$ cat config.mk
export PLATFORM = sky130hd
export DESIGN_NAME = tart_acquire
export DESIGN_NICKNAME = d
export VERILOG_FILES = /design/src/rtl/tart_acquire.sv
export SDC_FILE = /design/constraint.sdc
export NUM_CORES = 1
export LEC_CHECK = 0
export BUFFER_PORTS_ARGS = -buffer_cell sky130_fd_sc_hd__buf_4
export CORE_UTILIZATION = 55
export CTS_CLUSTER_DIAMETER = 80
export DETAILED_ROUTE_END_ITERATION = 7
export PLACE_DENSITY = 0.87
export SLEW_MARGIN = 20
export SYNTH_ARGS = -nofsm -noshare
export SYNTH_HDL_FRONTEND = slang
export SYNTH_SLANG_ARGS = --single-unit
$ cat constraint.sdc
create_clock -name clk_i -period 4.6 [get_ports clk_i]
set_input_delay 0.92 -clock clk_i [delete_from_list [all_inputs] [get_ports clk_i]]
set_output_delay 0.92 -clock clk_i [all_outputs]
set_load 0.005 [all_outputs]
$ cat src/rtl/tart_acquire.sv
// Antenna sample acquisition: tapped input history, optional LFSR test data,
// a small FIFO and a sequential writer toward the memory controller port.
module tart_acquire #(
    parameter int AXNUM = 24,
    parameter int ABITS = 20,
    parameter int BBITS = 4
) (
    input  logic             clk_i,
    input  logic             rst_i,
    input  logic [AXNUM-1:0] ax_data_i,
    input  logic             ax_stb_i,
    input  logic [2:0]       aq_delay_i,
    input  logic             aq_debug_i,
    input  logic             aq_ce_i,
    input  logic             rd_req_i,
    output logic             mcb_ce_o,
    output logic             mcb_wr_o,
    output logic [31:0]      mcb_dat_o,
    output logic [ABITS-1:0] mcb_adr_o,
    input  logic             mcb_rdy_i,
    output logic [AXNUM-1:0] ax_data_o,
    output logic             aq_done_o,
    output logic             aq_ovf_o,
    output logic [2:0]       tart_state
);

    // state    | meaning
    // IDLE     | waiting for aq_ce_i
    // CAPTURE  | strobes push samples, FIFO drains to memory
    // DRAIN    | no pushes, remaining FIFO entries written out
    // DONE     | block complete, waiting for host rd_req_i
    typedef enum logic [1:0] {
        ST_IDLE    = 2'd0,
        ST_CAPTURE = 2'd1,
        ST_DRAIN   = 2'd2,
        ST_DONE    = 2'd3
    } state_t;

    localparam logic [BBITS:0] DEPTH     = {1'b1, {BBITS{1'b0}}};
    localparam logic [31:0]    LFSR_SEED = 32'hACE1_0001;
    localparam logic [31:0]    LFSR_MASK = 32'h8020_0003;

    state_t r_state, w_next;

    logic [AXNUM-1:0] r_hist [8];
    logic [AXNUM-1:0] r_mem [2**BBITS];
    logic [BBITS-1:0] r_wr_ptr, r_rd_ptr;
    logic [BBITS:0]   r_count;
    logic [ABITS:0]   r_pcnt;
    logic [ABITS-1:0] r_adr;
    logic [31:0]      r_lfsr;
    logic             r_ovf;
    logic [AXNUM-1:0] r_ax_data;

    logic [AXNUM-1:0] w_sample;
    logic [31:0]      w_lfsr_next;
    logic w_empty, w_full, w_ce, w_pop, w_push_try, w_push, w_ovf, w_start;

    assign w_sample    = aq_debug_i ? r_lfsr[AXNUM-1:0] : r_hist[aq_delay_i];
    assign w_lfsr_next = {1'b0, r_lfsr[31:1]} ^ (r_lfsr[0] ? LFSR_MASK : 32'h0);

    assign w_empty    = (r_count == '0);
    assign w_full     = (r_count == DEPTH);
    assign w_ce       = ((r_state == ST_CAPTURE) || (r_state == ST_DRAIN)) && !w_empty;
    assign w_pop      = w_ce && mcb_rdy_i;
    // r_pcnt MSB set means the whole address space has been filled once
    assign w_push_try = ax_stb_i && (r_state == ST_CAPTURE) && !r_pcnt[ABITS];
    assign w_push     = w_push_try && (!w_full || w_pop);
    assign w_ovf      = w_push_try && w_full && !w_pop;
    assign w_start    = (r_state == ST_IDLE) && aq_ce_i;

    always_comb begin
        w_next = r_state;
        unique case (r_state)
            ST_IDLE:    if (aq_ce_i) w_next = ST_CAPTURE;
            ST_CAPTURE: if (!aq_ce_i || r_pcnt[ABITS]) w_next = ST_DRAIN;
            ST_DRAIN:   if (w_empty) w_next = ST_DONE;
            ST_DONE:    if (rd_req_i) w_next = ST_IDLE;
            default:    w_next = ST_IDLE;
        endcase
    end

    always_ff @(posedge clk_i) begin
        if (rst_i) begin
            r_state   <= ST_IDLE;
            r_wr_ptr  <= '0;
            r_rd_ptr  <= '0;
            r_count   <= '0;
            r_pcnt    <= '0;
            r_adr     <= '0;
            r_lfsr    <= LFSR_SEED;
            r_ovf     <= 1'b0;
            r_ax_data <= '0;
            for (int i = 0; i < 8; i++) r_hist[i] <= '0;
        end else begin
            r_state   <= w_next;
            r_hist[0] <= ax_data_i;
            for (int i = 1; i < 8; i++) r_hist[i] <= r_hist[i-1];
            if (ax_stb_i) begin
                r_ax_data <= w_sample;
                r_lfsr    <= w_lfsr_next;
            end
            if (w_start) begin
                r_wr_ptr <= '0;
                r_rd_ptr <= '0;
                r_count  <= '0;
                r_pcnt   <= '0;
                r_adr    <= '0;
                r_ovf    <= 1'b0;
            end else begin
                if (w_push) begin
                    r_wr_ptr <= r_wr_ptr + 1'b1;
                    r_pcnt   <= r_pcnt + 1'b1;
                end
                if (w_pop) begin
                    r_rd_ptr <= r_rd_ptr + 1'b1;
                    r_adr    <= r_adr + 1'b1;
                end
                if (w_push && !w_pop)      r_count <= r_count + 1'b1;
                else if (!w_push && w_pop) r_count <= r_count - 1'b1;
                if (w_ovf) r_ovf <= 1'b1;
            end
        end
    end

    always_ff @(posedge clk_i) begin
        if (!rst_i && w_push) r_mem[r_wr_ptr] <= w_sample;
    end

    assign mcb_ce_o   = w_ce;
    assign mcb_wr_o   = w_ce;
    assign mcb_dat_o  = w_ce ? 32'(r_mem[r_rd_ptr]) : 32'd0;
    assign mcb_adr_o  = r_adr;
    assign ax_data_o  = r_ax_data;
    assign aq_done_o  = (r_state == ST_DONE);
    assign aq_ovf_o   = r_ovf;
    assign tart_state = {1'b0, r_state};

endmodule

# Word-level counts from Yosys, hierarchy flattened

Memories as Yosys holds them, arrays and structs flattened. A register that Yosys moved wholly into a read port is not among the register bits.
Index checks and enable logic that the tools add are counted.

Register bits: 113
RAM bits: 576
Input bits: 34
Output and inout port bits: 83
Logic and storage cells: 85
Memories: 2

Add/subtract/negate cells: 6
Equal/unequal tests: 8
Muxes and demuxes: 25
Bitwise operators: 9
Reduce and logical (&&, ||, !) cells: 26

Memory list:

| memory | depth | width | rd ports | clocked after memory_dff | wr ports | RTL line | RTL |
|---|---|---|---|---|---|---|---|
| r_mem  | 16    | 24    | 1        | 1                        | 1        | 46       | `logic [AXNUM-1:0] r_mem [2**BBITS];` |
| r_hist | 8     | 24    | 8        | 0                        | 8        | 45       | `logic [AXNUM-1:0] r_hist [8];` |

Operators with widths:

| kind                                             | number |
|---|---|
| two-way mux 24 bit                               | 10 |
| two-way mux 32 bit                               | 1 |
| bitwise XOR 31 x 32 -> 32 bit                    | 1 |
| adder 21 x 1 -> 21 bit, second input constant    | 1 |
| adder 20 x 1 -> 20 bit, second input constant    | 1 |
| logical AND 1 bit                                | 11 |
| two-way mux 5 bit                                | 2 |
| adder 4 x 1 -> 4 bit, second input constant      | 2 |
| two-way mux 2 bit                                | 4 |
| two-way mux 4 bit                                | 2 |
| OR 1 bit                                         | 8 |
| case mux 2 bit (4 select lines)                  | 1 |
| logical NOT 1 bit                                | 7 |
| inequality test 2 bit, second input constant     | 3 |
| adder 5 x 1 -> 5 bit, second input constant      | 1 |
| == test 5 bit, second input constant             | 1 |
| logical NOT 5 bit                                | 1 |
| two-way mux 1 bit                                | 5 |
| subtractor 5 x 1 -> 5 bit, second input constant | 1 |
| == test 2 bit, second input constant             | 2 |
| AND reduction 4 bit                              | 1 |
| logical OR 1 bit                                 | 3 |
| == test 2 x 1 -> 1 bit, second input constant    | 1 |
| logical NOT 2 bit                                | 1 |
| 3 further kinds                                  | 3 |

# Logic depth before layout (Yosys ltp)

Gate-level depths: netlist of run 1.

Depth in word-level cells: 10
Gate-level depth with buffers: 13
Depth with buffers taken out: 12

# Worst setup path before layout of run 1

No wires, ideal clock.

Path kind: input to register
Start point: input ax_stb_i
End point: memory r_mem[10][0], enable pin
Library setup time: 0.475 ns
Arrival: 4.266 ns
Data required time: 4.125 ns
Slack: -0.141 ns
Stages on the path: 6
Buffers on the path: 3
Cell sequence: clkbuf_1 -> and3b_1 -> buf_2 -> o21ai_4 -> buf_4 -> nor4b_1

Longest elaborated chain between the ends: 6

RTL lines:

| item                                    | RTL line | RTL |
|---|---|---|
| start, declared                         | 11       | `input logic ax_stb_i,` |
| logical AND 1 bit (2 in a row)          | 67       | `assign w_push_try = ax_stb_i && (r_state == ST_CAPTURE) && !r_pcnt[ABITS];` |
| logical AND 1 bit                       | 68       | `assign w_push = w_push_try && (!w_full \|\| w_pop);` |
| logical AND 1 bit                       | 127      | `if (!rst_i && w_push) r_mem[r_wr_ptr] <= w_sample;` |
| two-way mux 1 bit                       | 127      |  |
| two-way mux 1 bit (not written as such) | 127      |  |
| end, declared                           | 46       |  |

No other way between the ends.

# Final worst setup path of run 1

Start point: register r_count[0]
End point: output mcb_dat_o[0]

Longest elaborated chain between the ends: 4

RTL lines:

| item                   | RTL line | RTL |
|---|---|---|
| start, declared        | 48       | `logic [BBITS:0] r_count;` |
| start signal, assigned | 119      | `if (w_push && !w_pop) r_count <= r_count + 1'b1;` |
| start signal, assigned | 120      | `else if (!w_push && w_pop) r_count <= r_count - 1'b1;` |
| logical NOT 5 bit      | 62       | `assign w_empty = (r_count == '0);` |
| logical NOT 1 bit      | 64       | `assign w_ce = ((r_state == ST_CAPTURE) \|\| (r_state == ST_DRAIN)) && !w_empty;` |
| logical AND 1 bit      | 64       |  |
| two-way mux 24 bit     | 132      | `assign mcb_dat_o = w_ce ? 32'(r_mem[r_rd_ptr]) : 32'd0;` |
| end, declared          | 18       | `output logic [31:0] mcb_dat_o,` |

No other way between the ends.

==> summary by stage, run 1 <==
Run status
The run finished with clean final reports.

Setup path
The worst register-to-register path has a setup slack of 1.18 ns. The critical path arrival is 3.20 ns. STA puts the critical path data required time at 3.68 ns. The top fanout value on the critical path is 21. The startpoint-to-endpoint class of the critical path is flip-flop to output port. The startpoint of the lowest-slack register-to-register path is r_count[0]$_SDFFE_PP0P_.

The element type at the critical path end is an output port. The most critical setup path has its startpoint at r_count[0]$_SDFFE_PP0P_. The launching element type of the critical path is a flip-flop.

Logic synthesis
Yosys mapped the design onto 59 distinct sky130hd cell types. The total number of yosys warnings is 0. In the synthesized netlist, the number of instances is roughly 1,700.

In this run the biggest area consumer among cell types represents 43.3% of the synthesized area. The commonest register cell after synthesis is edfxtp_1. For this run, the register share of the synthesized area comes to about 66%.

For this run, asynchronously set or reset flops after synthesis account for 0%. The library cell with the largest summed area after synthesis is edfxtp_1. The count of flip-flops with a built-in enable after synthesis is 384. The mapped netlist covers roughly 0.027 mm^2. Sorting the synthesized cells by area gives the leading types as edfxtp_1 43%, dfxtp_1 23%, mux4_2 12%. The synthesized area per cell is roughly 15 um^2. The number of flip-flops and latches in the synthesized netlist is a little under 700.

Layout
The final core area utilization is 63.8%. Counting the fill cells in the layout gives 3,122. The final layout contains between 1,500 and 2,000 nets.

The filler-free cell count of the finished design is 2,519. Of the cells placed in the final design, the portion with a size suffix greater than 1 is 22.9%. The number of antenna diodes is 0. The layout-stage area growth over the synthesis result is 14.4%. The area used by multi-input combinational logic is roughly 0.0084 mm^2. Registers take 0.0177 mm^2.

Routing
The vias after detailed routing is ~15,000. The first TritonRoute pass finished after 5 iterations. For this run, design rule violations remaining after detail routing come to 0. The routed length per placed instance is 23.4 um.

The number of nets still failing antenna checks after routing is 0. The final wirelength is 59.0 mm. For this block, the initial DRC count from the detailed router was 1,552. The per-cell via count in the routed design is between 6 and 7.

Timing
The max-slew violation count is 0. Across the routed clock network, the largest skew measured is around 0.028 ns. The worst pin sits at a relative slew slack of between 20% and 30%.

Setup repair after global routing left no endpoint under its margin. The transition time at the pin with the least slew margin is ~1.1 ns. The smallest clock period supported by the final layout is computed as 4.12 ns. The minimum setup slack in the final design is 0.484 ns. For this run, the top clock speed supported by timing is 243 MHz.

The final hold violation count is 0. The post-route fraction of the period consumed by the critical path is 89.5%. The count of final setup violators is 0.

Clock tree
Counting the buffers created by CTS gives 68. TritonCTS built the clock tree. The count of H-tree levels built during CTS is 3. The CTS root buffer is clkbuf_16. The number of sinks driven by the clock tree is approximately 690. No sink is reached through more buffers than the 3 on the longest clock path. The clock slew seen by the registers of the worst setup and hold paths is 0.06 ns. The number of setup buffers added after CTS is 0. The clock latency at the later pin of the worst-skew pair is 0.60 ns.

Placed design
The post-placement cell count is 2,394. Detailed placement ended at an HPWL of 33.9 mm. Routability-driven placement finished with a final weighted congestion of 0.796.

The count of buffers from port buffering is 107. The worst setup timing slack at the placement stage is 0.773 ns.

Pwr
The power per cell area is 447 mW/mm^2. VDD sags by at most 0.000307 V. The leakage component of the power is 10.4 nW. The total power is between 10 and 15 mW.

Floorplan
The initialized floorplan defines 80 standard-cell rows. The top-level I/O count is ~120. The die is 222 um tall.

The core box area is 0.0477 mm^2. Measured along the x axis, the die boundary spans 222 um. The die covers 0.0493 mm^2. The starting density of the core is 55.8%.

GRT
The overall fraction of global-route tracks in use is between 20% and 30%. The first global-routing pass estimated about 90 mm of wire. The aggregate global routing overflow is 0. The pin count of the biggest net entering global routing is 98. The initial antenna violation count came to 0.

The via count of the first global-routing pass is 15,800.

Run
Across the run, the number of max-cap violations was 0.

Min path
The worst hold path belongs to the class flip-flop to flip-flop. The startpoint identified for the worst hold timing path is r_hist[1][17]$_SDFF_PP0_.
[where the power goes]
group	switching [mW]	internal, mW
registers	0.131	6.63
logic	0.831	0.568
clock network	2.29	3.18
[metal layers]
layer / vias up / GRT usage, % / part of all wire, %
met5: - / 0 / 0
met4: 0 / 9.14 / 3.1
met3: 115 / 4.94 / 7.2
met2: 579 / 40.5 / 49
met1: 7807 / 31.4 / 40
li1: 6783 / - / -
[worst max-delay path: stages (launching register included)]
cell and delay (ns):
dfxtp_1 0.36, or4_1 0.89, o21a_1 0.45, nand2_2 0.52, o22ai_1 0.20, buf_4 0.17
[through the flow]
step / instance area (um^2) / hold slack, ns / TNS (ns)
6_report: 30500 / 0.451 / 0
5_1_grt: 30500 / 0.465 / 0
4_1_cts: 30500 / 0.459 / 0
3_5_place_dp: 28300 / 0.447 / 0
3_3_place_gp: 28300 / 0.437 / 0
2_1_floorplan: 26700 / 0.432 / -13.50
[placed cells by master (no fill, tap or decap), types with 16 or more instances in the layout]
master,synthesis,final
buf_4,15,154
clkbuf_16,0,71
mux2i_1,102,102
nand2_1,61,60
o22ai_1,24,24
a31oi_1,25,25
edfxtp_1,384,384
inv_1,16,16
mux4_2,144,144
a21oi_1,33,32
nor2b_1,194,193
nor2_1,46,46
o21ai_0,63,62
ha_1,16,16
clkbuf_1,66,23
dfxtp_1,309,306
nor3b_1,25,25
[logic make-up after synthesis]
| group | share of synthesized area [%] |
|---|---|
| flip-flops | 66.5 |
| buffers and inverters | 2.35 |
| XOR/XNOR | 0.592 |
| AO/OA/AOI/OAI | 4.59 |
| multiplexers | 16.0 |
| adder cells (fa/ha/maj) | 0.826 |
| other | 0.0141 |
| AND/OR/NAND/NOR | 9.14 |
[Yosys cell counts, types with 4 or more instances]
master       n
a211oi_1     5
a21oi_1     33
a31oi_1     25
and3_1      10
buf_1        8
buf_2       33
buf_4       15
clkbuf_1    66
dfxtp_1    309
edfxtp_1   384
ha_1        16
inv_1       16
mux2i_1    102
mux4_2     144
nand2_1     61
nand2b_1     6
nand3_1     15
nand4_1      7
nor2_1      46
nor2b_1    194
nor3_1      10
nor3b_1     25
nor4_1       6
nor4b_1      4
o2111ai_1    5
o211ai_1     9
o21ai_0     63
o22ai_1     24
o31ai_1     15
or3_1       10
or4_1       12
xnor2_1      6
xor2_1      12
[layout make-up]
cell class,count,share of cell area (%)
Sequential cell,693,58.2
Multi-Input combinational cell,909,27.7
Clock buffer,100,6.38
Timing Repair Buffer,161,4.22
Tap cell,615,2.52
Clock inverter,25,0.841
Inverter,16,0.197
[sequential cells by signal, indices dropped and copies added (netlist names), named ones only]
signal / count
r_state: 2
r_lfsr: 32
r_rd_ptr: 4
aq_ovf_o: 1
r_count: 5
r_wr_ptr: 4
r_pcnt: 21
r_mem: 384
mcb_adr_o: 20
ax_data_o: 24
r_hist: 192
[what timing repair did]
action	in CTS	in global routing
endpoints found under the setup margin	0	2
resized for setup	0	1
hold buffers	0	0
[final timing paths]
path	endpoint	cells after the start
max	mcb_dat_o[0]	5
min	r_hist[2][17]$_SDFF_PP0_	1
max reg2reg	r_count[3]$_SDFFE_PP0P_	10
min reg2reg	r_hist[2][17]$_SDFF_PP0_	1
Power figures use the tool's default switching activity.
==> run 2: changes to the inputs <==
Settings changed: RECOVER_POWER set to 100.
==> run 2 against run 1 <==
  * The run now ends with capacitance limit, slew limit left
  * Hold slack better by 0.0011 ns
  * Design area shrank 0.99%
  * Routed wire length up 0.11%
  * First-iteration DRC count down 8.5%
  * Sequential share of layout area is 0.58 points higher
  * Count of clock-buffer cells in the layout unchanged
  * Utilization down 0.63 points
  * Non-clock buffer count unchanged
==> summary by stage, run 2 (synthesis gave the netlist of run 1 again) <==
Setup path
In this run the critical register-to-register path is launched from r_state[0]$_SDFFE_PP0P_. STA classifies the critical path endpoint as a flip-flop. The top fanout value on the critical path is 21. The setup check on the worst reg-to-reg path leaves a slack of 0.42 ns. In this run the critical register-to-register path is captured at r_mem[11][18]$_DFFE_PP_. Data on the critical path is required at its endpoint by roughly 4.9 ns. The launching element type of the critical path is a flip-flop.

Counting cells, the worst reg-to-reg path comes to 7. The critical path arrival is 4.45 ns. The startpoint-to-endpoint class of the critical path is flip-flop to flip-flop.

Layout
Once layout is complete, the cells apart from fillers number 2,519. The number of antenna diodes in the final layout is 0. Compared with the post-synthesis result, the final layout area differs by 13.3%.

The library cell used most frequently in the layout, excluding fill and tap cells, is edfxtp_1. The register with the most flip-flops in the final layout is r_mem. Measured on the finished design, the core utilization comes to 63.2%. The filler cell count is 3,204.

The library cells used most frequently in the layout, excluding fill and tap cells, are 384 x edfxtp_1, 306 x dfxtp_1, 193 x nor2b_1. In the final layout, the registers with the most flip-flops are r_mem (384), r_hist (192), r_lfsr (32). In the final layout, flip-flops and latches occupy 0.0177 mm^2. The fraction of layout cells with a size suffix above 1 is between 20% and 30%. Summing all multi-input logic gate instances after layout gives 0.00832 mm^2.

After the last flow step, the layout net total stands at 1,900. The flip-flop count of the largest register after layout is 384.

Clock tree
The clock slew seen by the registers of the worst setup and hold paths is 0.06 ns. The number of hold buffers added after CTS was 0. Clock latency on the worst-skew pair, taken at its later pin, is approximately 0.6 ns. TritonCTS built the clock tree. The count of H-tree levels built during CTS is 3. The number of setup buffers added after CTS is 0. CTS saw 693 sinks.

The total CTS buffers is slightly below 70. The cell sitting at the root of the clock tree is a clkbuf_16. The maximum root-to-sink buffer count is 3.

Floorplan
The die area is ~0.049 mm^2. The starting density of the core is between 50 and 60%. The number of standard-cell rows in the floorplan is 80. The core box area is 0.0477 mm^2. Measured along the y axis, the die boundary spans 222 um. The top-level I/O count is roughly 120. From left edge to right edge, the die measures 222 um.

Min path
The worst hold path begins at r_hist[1][17]$_SDFF_PP0_. Counting instances, the worst hold path has a depth of 1. The min-delay analysis places its worst path in the category flip-flop to flip-flop. The terminating pin of the worst hold path is r_hist[2][17]$_SDFF_PP0_.

Pwr
The power per cell area is 449 mW/mm^2. IR analysis of the VDD net gives a maximum drop of 0.000308 V. In this run the static leakage power is 10.2 nW.

Timing
The max-slew violation count is 306. Derived from the worst setup path, the maximum achievable clock frequency is between 200 and 250 MHz. Setup repair after global routing left no endpoint under its margin. At the pin with the least slew margin, the transition time is roughly 3.1 ns. Clock skew on the completed layout was measured at between 0.02 and 0.03 ns. Measured against its own limit, the worst slew margin works out to -108%. Setup violations remaining at the end of the flow were counted as 0. The final hold violation count is 0. The clock period could shrink to 4.18 ns. The post-route fraction of the period consumed by the critical path is a little over 90%.

GRT
The first global-routing pass estimated 91.0 mm of wire. The via count of the first global-routing pass is roughly 16,000. Entering global routing, the biggest net connects 98 pins. The overall fraction of global-route tracks in use is 24.3%. For this run the aggregate overflow at the end of global routing stands at 0. The initial antenna violation count came to 0.

Run status
The checks that failed: capacitance limit, slew limit. The run finished, with violations left.

Placed design
The count of buffers from port buffering is 107. The detailed-placement wirelength estimate is 33.9 mm. The number of placed instances, taps included, is about 2,400. The routability-driven placement congestion ratio is 0.796.

Routing
After detailed routing, the number of vias per cell comes to 6.07. After detailed routing, the total wire length is 59.1 mm. The routed length on met1 is 23.7 mm.

After the first detailed-routing iteration, the DRC count stood at 1,420. After detailed routing, the number of remaining DRC violations is 0. The total iterations of the first detailed-routing run is 5. The length of routed met3 wiring is 4.27 mm.

The routed length per placed instance is 23.4 um. The highest metal layer carrying signal wires in the routed design is met4. The met2 wire length is 29.2 mm. The number of nets still failing antenna checks after routing is 0. The routed layout has 15,300 vias.

Run
The count of max-cap constraint violations is 7.
run 2: timing repair:
action                                  in CTS  in global routing
resized for setup                            0                  1
endpoints found under the setup margin       0                  2
hold endpoints to repair                     0                  0
run 2: how the worst max path moves through the flow:
stage	start	endpoint	slack (ns)	depth (start not counted)
floorplan	ax_stb_i	r_mem[10][0]$_DFFE_PP_	-0.14	6
global placement	r_count[0]$_SDFFE_PP0P_	mcb_dat_o[19]	0.91	5
detailed placement	r_count[0]$_SDFFE_PP0P_	mcb_dat_o[19]	0.77	5
CTS	r_count[0]$_SDFFE_PP0P_	mcb_dat_o[19]	0.13	5
global route	aq_delay_i[1]	r_mem[13][3]$_DFFE_PP_	0.21	6
finish	r_state[0]$_SDFFE_PP0P_	r_mem[11][18]$_DFFE_PP_	0.42	7
run 2: worst max-delay path: stages, from the launching register on:
cell	delay (ns)
dfxtp_1	0.38
inv_1	0.11
ha_1	0.50
a21bo_1	0.24
o21ai_0	0.33
clkbuf_1	0.47
nor4b_1	1.51
buf_12	0.31
run 2: through the flow:
stage | setup slack [ns] | power, mW | cell area (um^2) | hold slack [ns] | TNS (ns)
floorplan | -0.141 | 7.80 | 26700 | 0.432 | -13.50
global placement | 0.913 | 8.19 | 28300 | 0.437 | 0
detailed placement | 0.773 | 8.27 | 28300 | 0.447 | 0
CTS | 0.134 | 13.7 | 30500 | 0.459 | 0
global route | 0.206 | 14.0 | 30200 | 0.465 | 0
finish | 0.418 | 13.6 | 30200 | 0.453 | 0
run 2: final cells by class:
type,instances,area share [%]
Clock inverter,25,0.850
Inverter,16,0.199
Tap cell,615,2.55
Sequential cell,693,58.7
Clock buffer,100,6.45
Timing Repair Buffer,161,3.64
Multi-Input combinational cell,909,27.6
run 2: per-layer routing:
metal,GRT usage (%),vias to the layer above
met2,40.5,621
met3,4.94,116
met4,9.14,0
met5,0,-
met1,31.4,7755
li1,-,6787
run 2: power by group:
group          leakage, nW  internal [mW]  switching [mW]
clock                 1.08           3.18            2.29
combinational         3.10          0.532           0.797
sequential            6.06           6.63           0.128
==> run 3: changes to the inputs <==
Settings changed: CORE_ASPECT_RATIO set to 1.1, CORE_UTILIZATION 55 to 50, PLACE_DENSITY 0.87 to 0.79.
Clock period 4.6 ns to 3.9 ns, I/O delays scaled along.
==> run 3 against run 2 <==
  * The flow still finishes with violations (capacitance limit, slew limit)
  * Setup slack got worse by 0.23 ns
  * Via count fell by 2.0%
  * Register-to-register slack got worse by 0.13 ns
  * First-iteration DRC count fell by 7.4%
  * Largest cell class unchanged
==> summary by stage, run 3 (synthesis gave the netlist of run 1 again) <==
Floorplan
The number of standard-cell rows in the floorplan is 88. The chip width is 222 um. The core box area is about 0.053 mm^2. From bottom edge to top edge, the die measures between 200 and 250 um. The die area is ~0.054 mm^2. The top-level I/O count is 117. The starting density of the core is 50.7%.

Timing
The post-route fraction of the period consumed by the critical path is between 90% and 100%. The clock arrives with 0.0254 ns of skew. Derived from the worst setup path, the maximum achievable clock frequency is 269 MHz. The transition time at the pin with the least slew margin is 2.60 ns.

The remaining max-slew budget at the tightest pin is -73.4%. The count of final setup violators is 0. The post-layout minimum cycle time is 3.71 ns. Setup repair after global routing left no endpoint under its margin. The max-slew violation count was 331. The final hold violation count was 0.

Pwr
The worst-case IR drop observed on VDD is 0.000326 V. The total power is 16.0 mW. The leakage component of the power is 10.2 nW.

The power per cell area is ~530 mW/mm^2.

Placed design
Once placement finished, the instance area stood at 0.0284 mm^2. The post-placement cell count is 2,460. The routability-driven placement congestion ratio is slightly below 0.8. The count of buffers from port buffering is 107. Once detailed placement completed, the half-perimeter wirelength came to 32.9 mm.

Clock tree
The count of cells resized by post-cts repair is 0. The total CTS buffers is 67. The CTS root buffer is clkbuf_16. The clock tree from TritonCTS is done.

The number of sinks driven by the clock tree is 693. The number of setup buffers added after CTS is 0. Clock-pin slew was measured on the worst setup and hold paths at around 0.06 ns. For the worst-skew pair, the clock arrives at the later sink with an insertion delay of 0.62 ns. The number of hold buffers added after CTS was 0. The count of H-tree levels built during CTS is 3.

The maximum root-to-sink buffer count is 3.

Setup path
STA classifies the critical path endpoint as an output port. The top fanout value on the critical path is 21. The launching element type of the critical path is a flip-flop. The startpoint of the lowest-slack register-to-register path is r_state[0]$_SDFFE_PP0P_. For the worst setup path, the data required time is 3.12 ns. The startpoint-to-endpoint class of the critical path is flip-flop to output port. Tracing the worst setup path back leads to its startpoint at r_state[0]$_SDFFE_PP0P_.

The critical path arrival is 2.93 ns.

Layout
Leaving out filler cells and counting taps, the final layout contains 2,579. Compared with the post-synthesis result, the final layout area differs by 13.6%. The number of antenna diodes is 0. The net count of the finished layout is 1,905. The flip-flop count of the largest register after layout is 384. In the layout the commonest cells are 384 x edfxtp_1, 306 x dfxtp_1, 193 x nor2b_1.

The finished cells cover 0.0303 mm^2. The largest registers in the layout are r_mem (384), r_hist (192), r_lfsr (32). The register bank with the most flops is r_mem. The fraction of layout cells with a size suffix above 1 is around a fifth. The library cell used most frequently in the layout, excluding fill and tap cells, is edfxtp_1.

Routing
The count of nets left with antenna violations once routing finished came out at 0. The per-cell via count in the routed design is 5.81. The final route contains 15,000 vias.

The detailed router finished its first iteration with 1,315 violations. The final wirelength is about 57 mm. The total iterations of the first detailed-routing run is 5.

The routed length per placed instance is 22.0 um. The post-detailed-route DRC marker count is 0.

GRT
The pin count of the biggest net entering global routing is ~240. The first global-routing pass estimated ~88 mm of wire. The initial antenna violation count is 0. The overall fraction of global-route tracks in use is a little over a fifth. The via count of the first global-routing pass is 15,200. The aggregate global routing overflow is 0.

Run
The count of max-cap constraint violations is 2.

Run status
The checks that failed: capacitance limit, slew limit. The flow ran to the end, but the final reports show violations.

Min path
The tightest min-delay check is of the input pin to flip-flop type. In this run the most critical hold path is launched from ax_data_i[20].
-- run 3: changes by cell type in the layout (fill, tap and decap cells not counted), sizes merged --
| cell | delta |
|---|---|
| clkbuf | -13 |
| clkinv | +4 |
| buf | +3 |
| clkinvlp | +3 |
| bufinv | +2 |
| dlymetal6s2s | +1 |
-- run 3: power by group --
part           total (mW)  switching (mW)  internal, mW
Sequential           7.98           0.159          7.82
Clock                6.45            2.76          3.69
Combinational        1.56           0.905         0.655
Total                16.0            3.83          12.2
-- run 3: worst paths after layout --
check,end,slack [ns],cells after the start
max,mcb_dat_o[19],0.19,7
min,r_hist[0][20]$_SDFF_PP0_,0.38,2
max reg2reg,r_mem[3][10]$_DFFE_PP_,0.29,7
min reg2reg,r_hist[2][0]$_SDFF_PP0_,0.46,1
-- run 3: layout make-up --
class                   instances  area, um^2
inverters                      16        60.1
fillers                      3855       22300
multi-input cells             909        8320
repair buffers                167        1130
well taps                     675         845
clock inverters                34         402
clock buffers                  85        1790
flip-flops and latches        693       17700
-- run 3: critical path, cell delays in order (launching register included) --
cell      delay, ns
dfxtp_1        0.39
inv_1          0.12
ha_1           0.53
o21a_1         0.44
nand2_1        0.09
clkbuf_4       0.32
o22ai_1        0.29
buf_4          0.16
-- run 3: stage by stage --
step           TNS, ns  util [%]  hold slack (ns)  setup WS (ns)
2_1_floorplan  -111.50         -            0.432         -0.701
4_1_cts              0      58.2            0.358          0.196
6_report             0      57.6            0.381          0.186
3_5_place_dp         0      54.1            0.449          0.844
3_3_place_gp         0      54.1            0.437          0.920
5_1_grt              0      57.6            0.375         0.0511
-- run 3: layer usage --
metal | global-route usage (%) | routed length (um)
met3 | 3.33 | 3670
met4 | 7.19 | 1290
met2 | 36.1 | 28400
met5 | 0 | 0
met1 | 27.5 | 23300
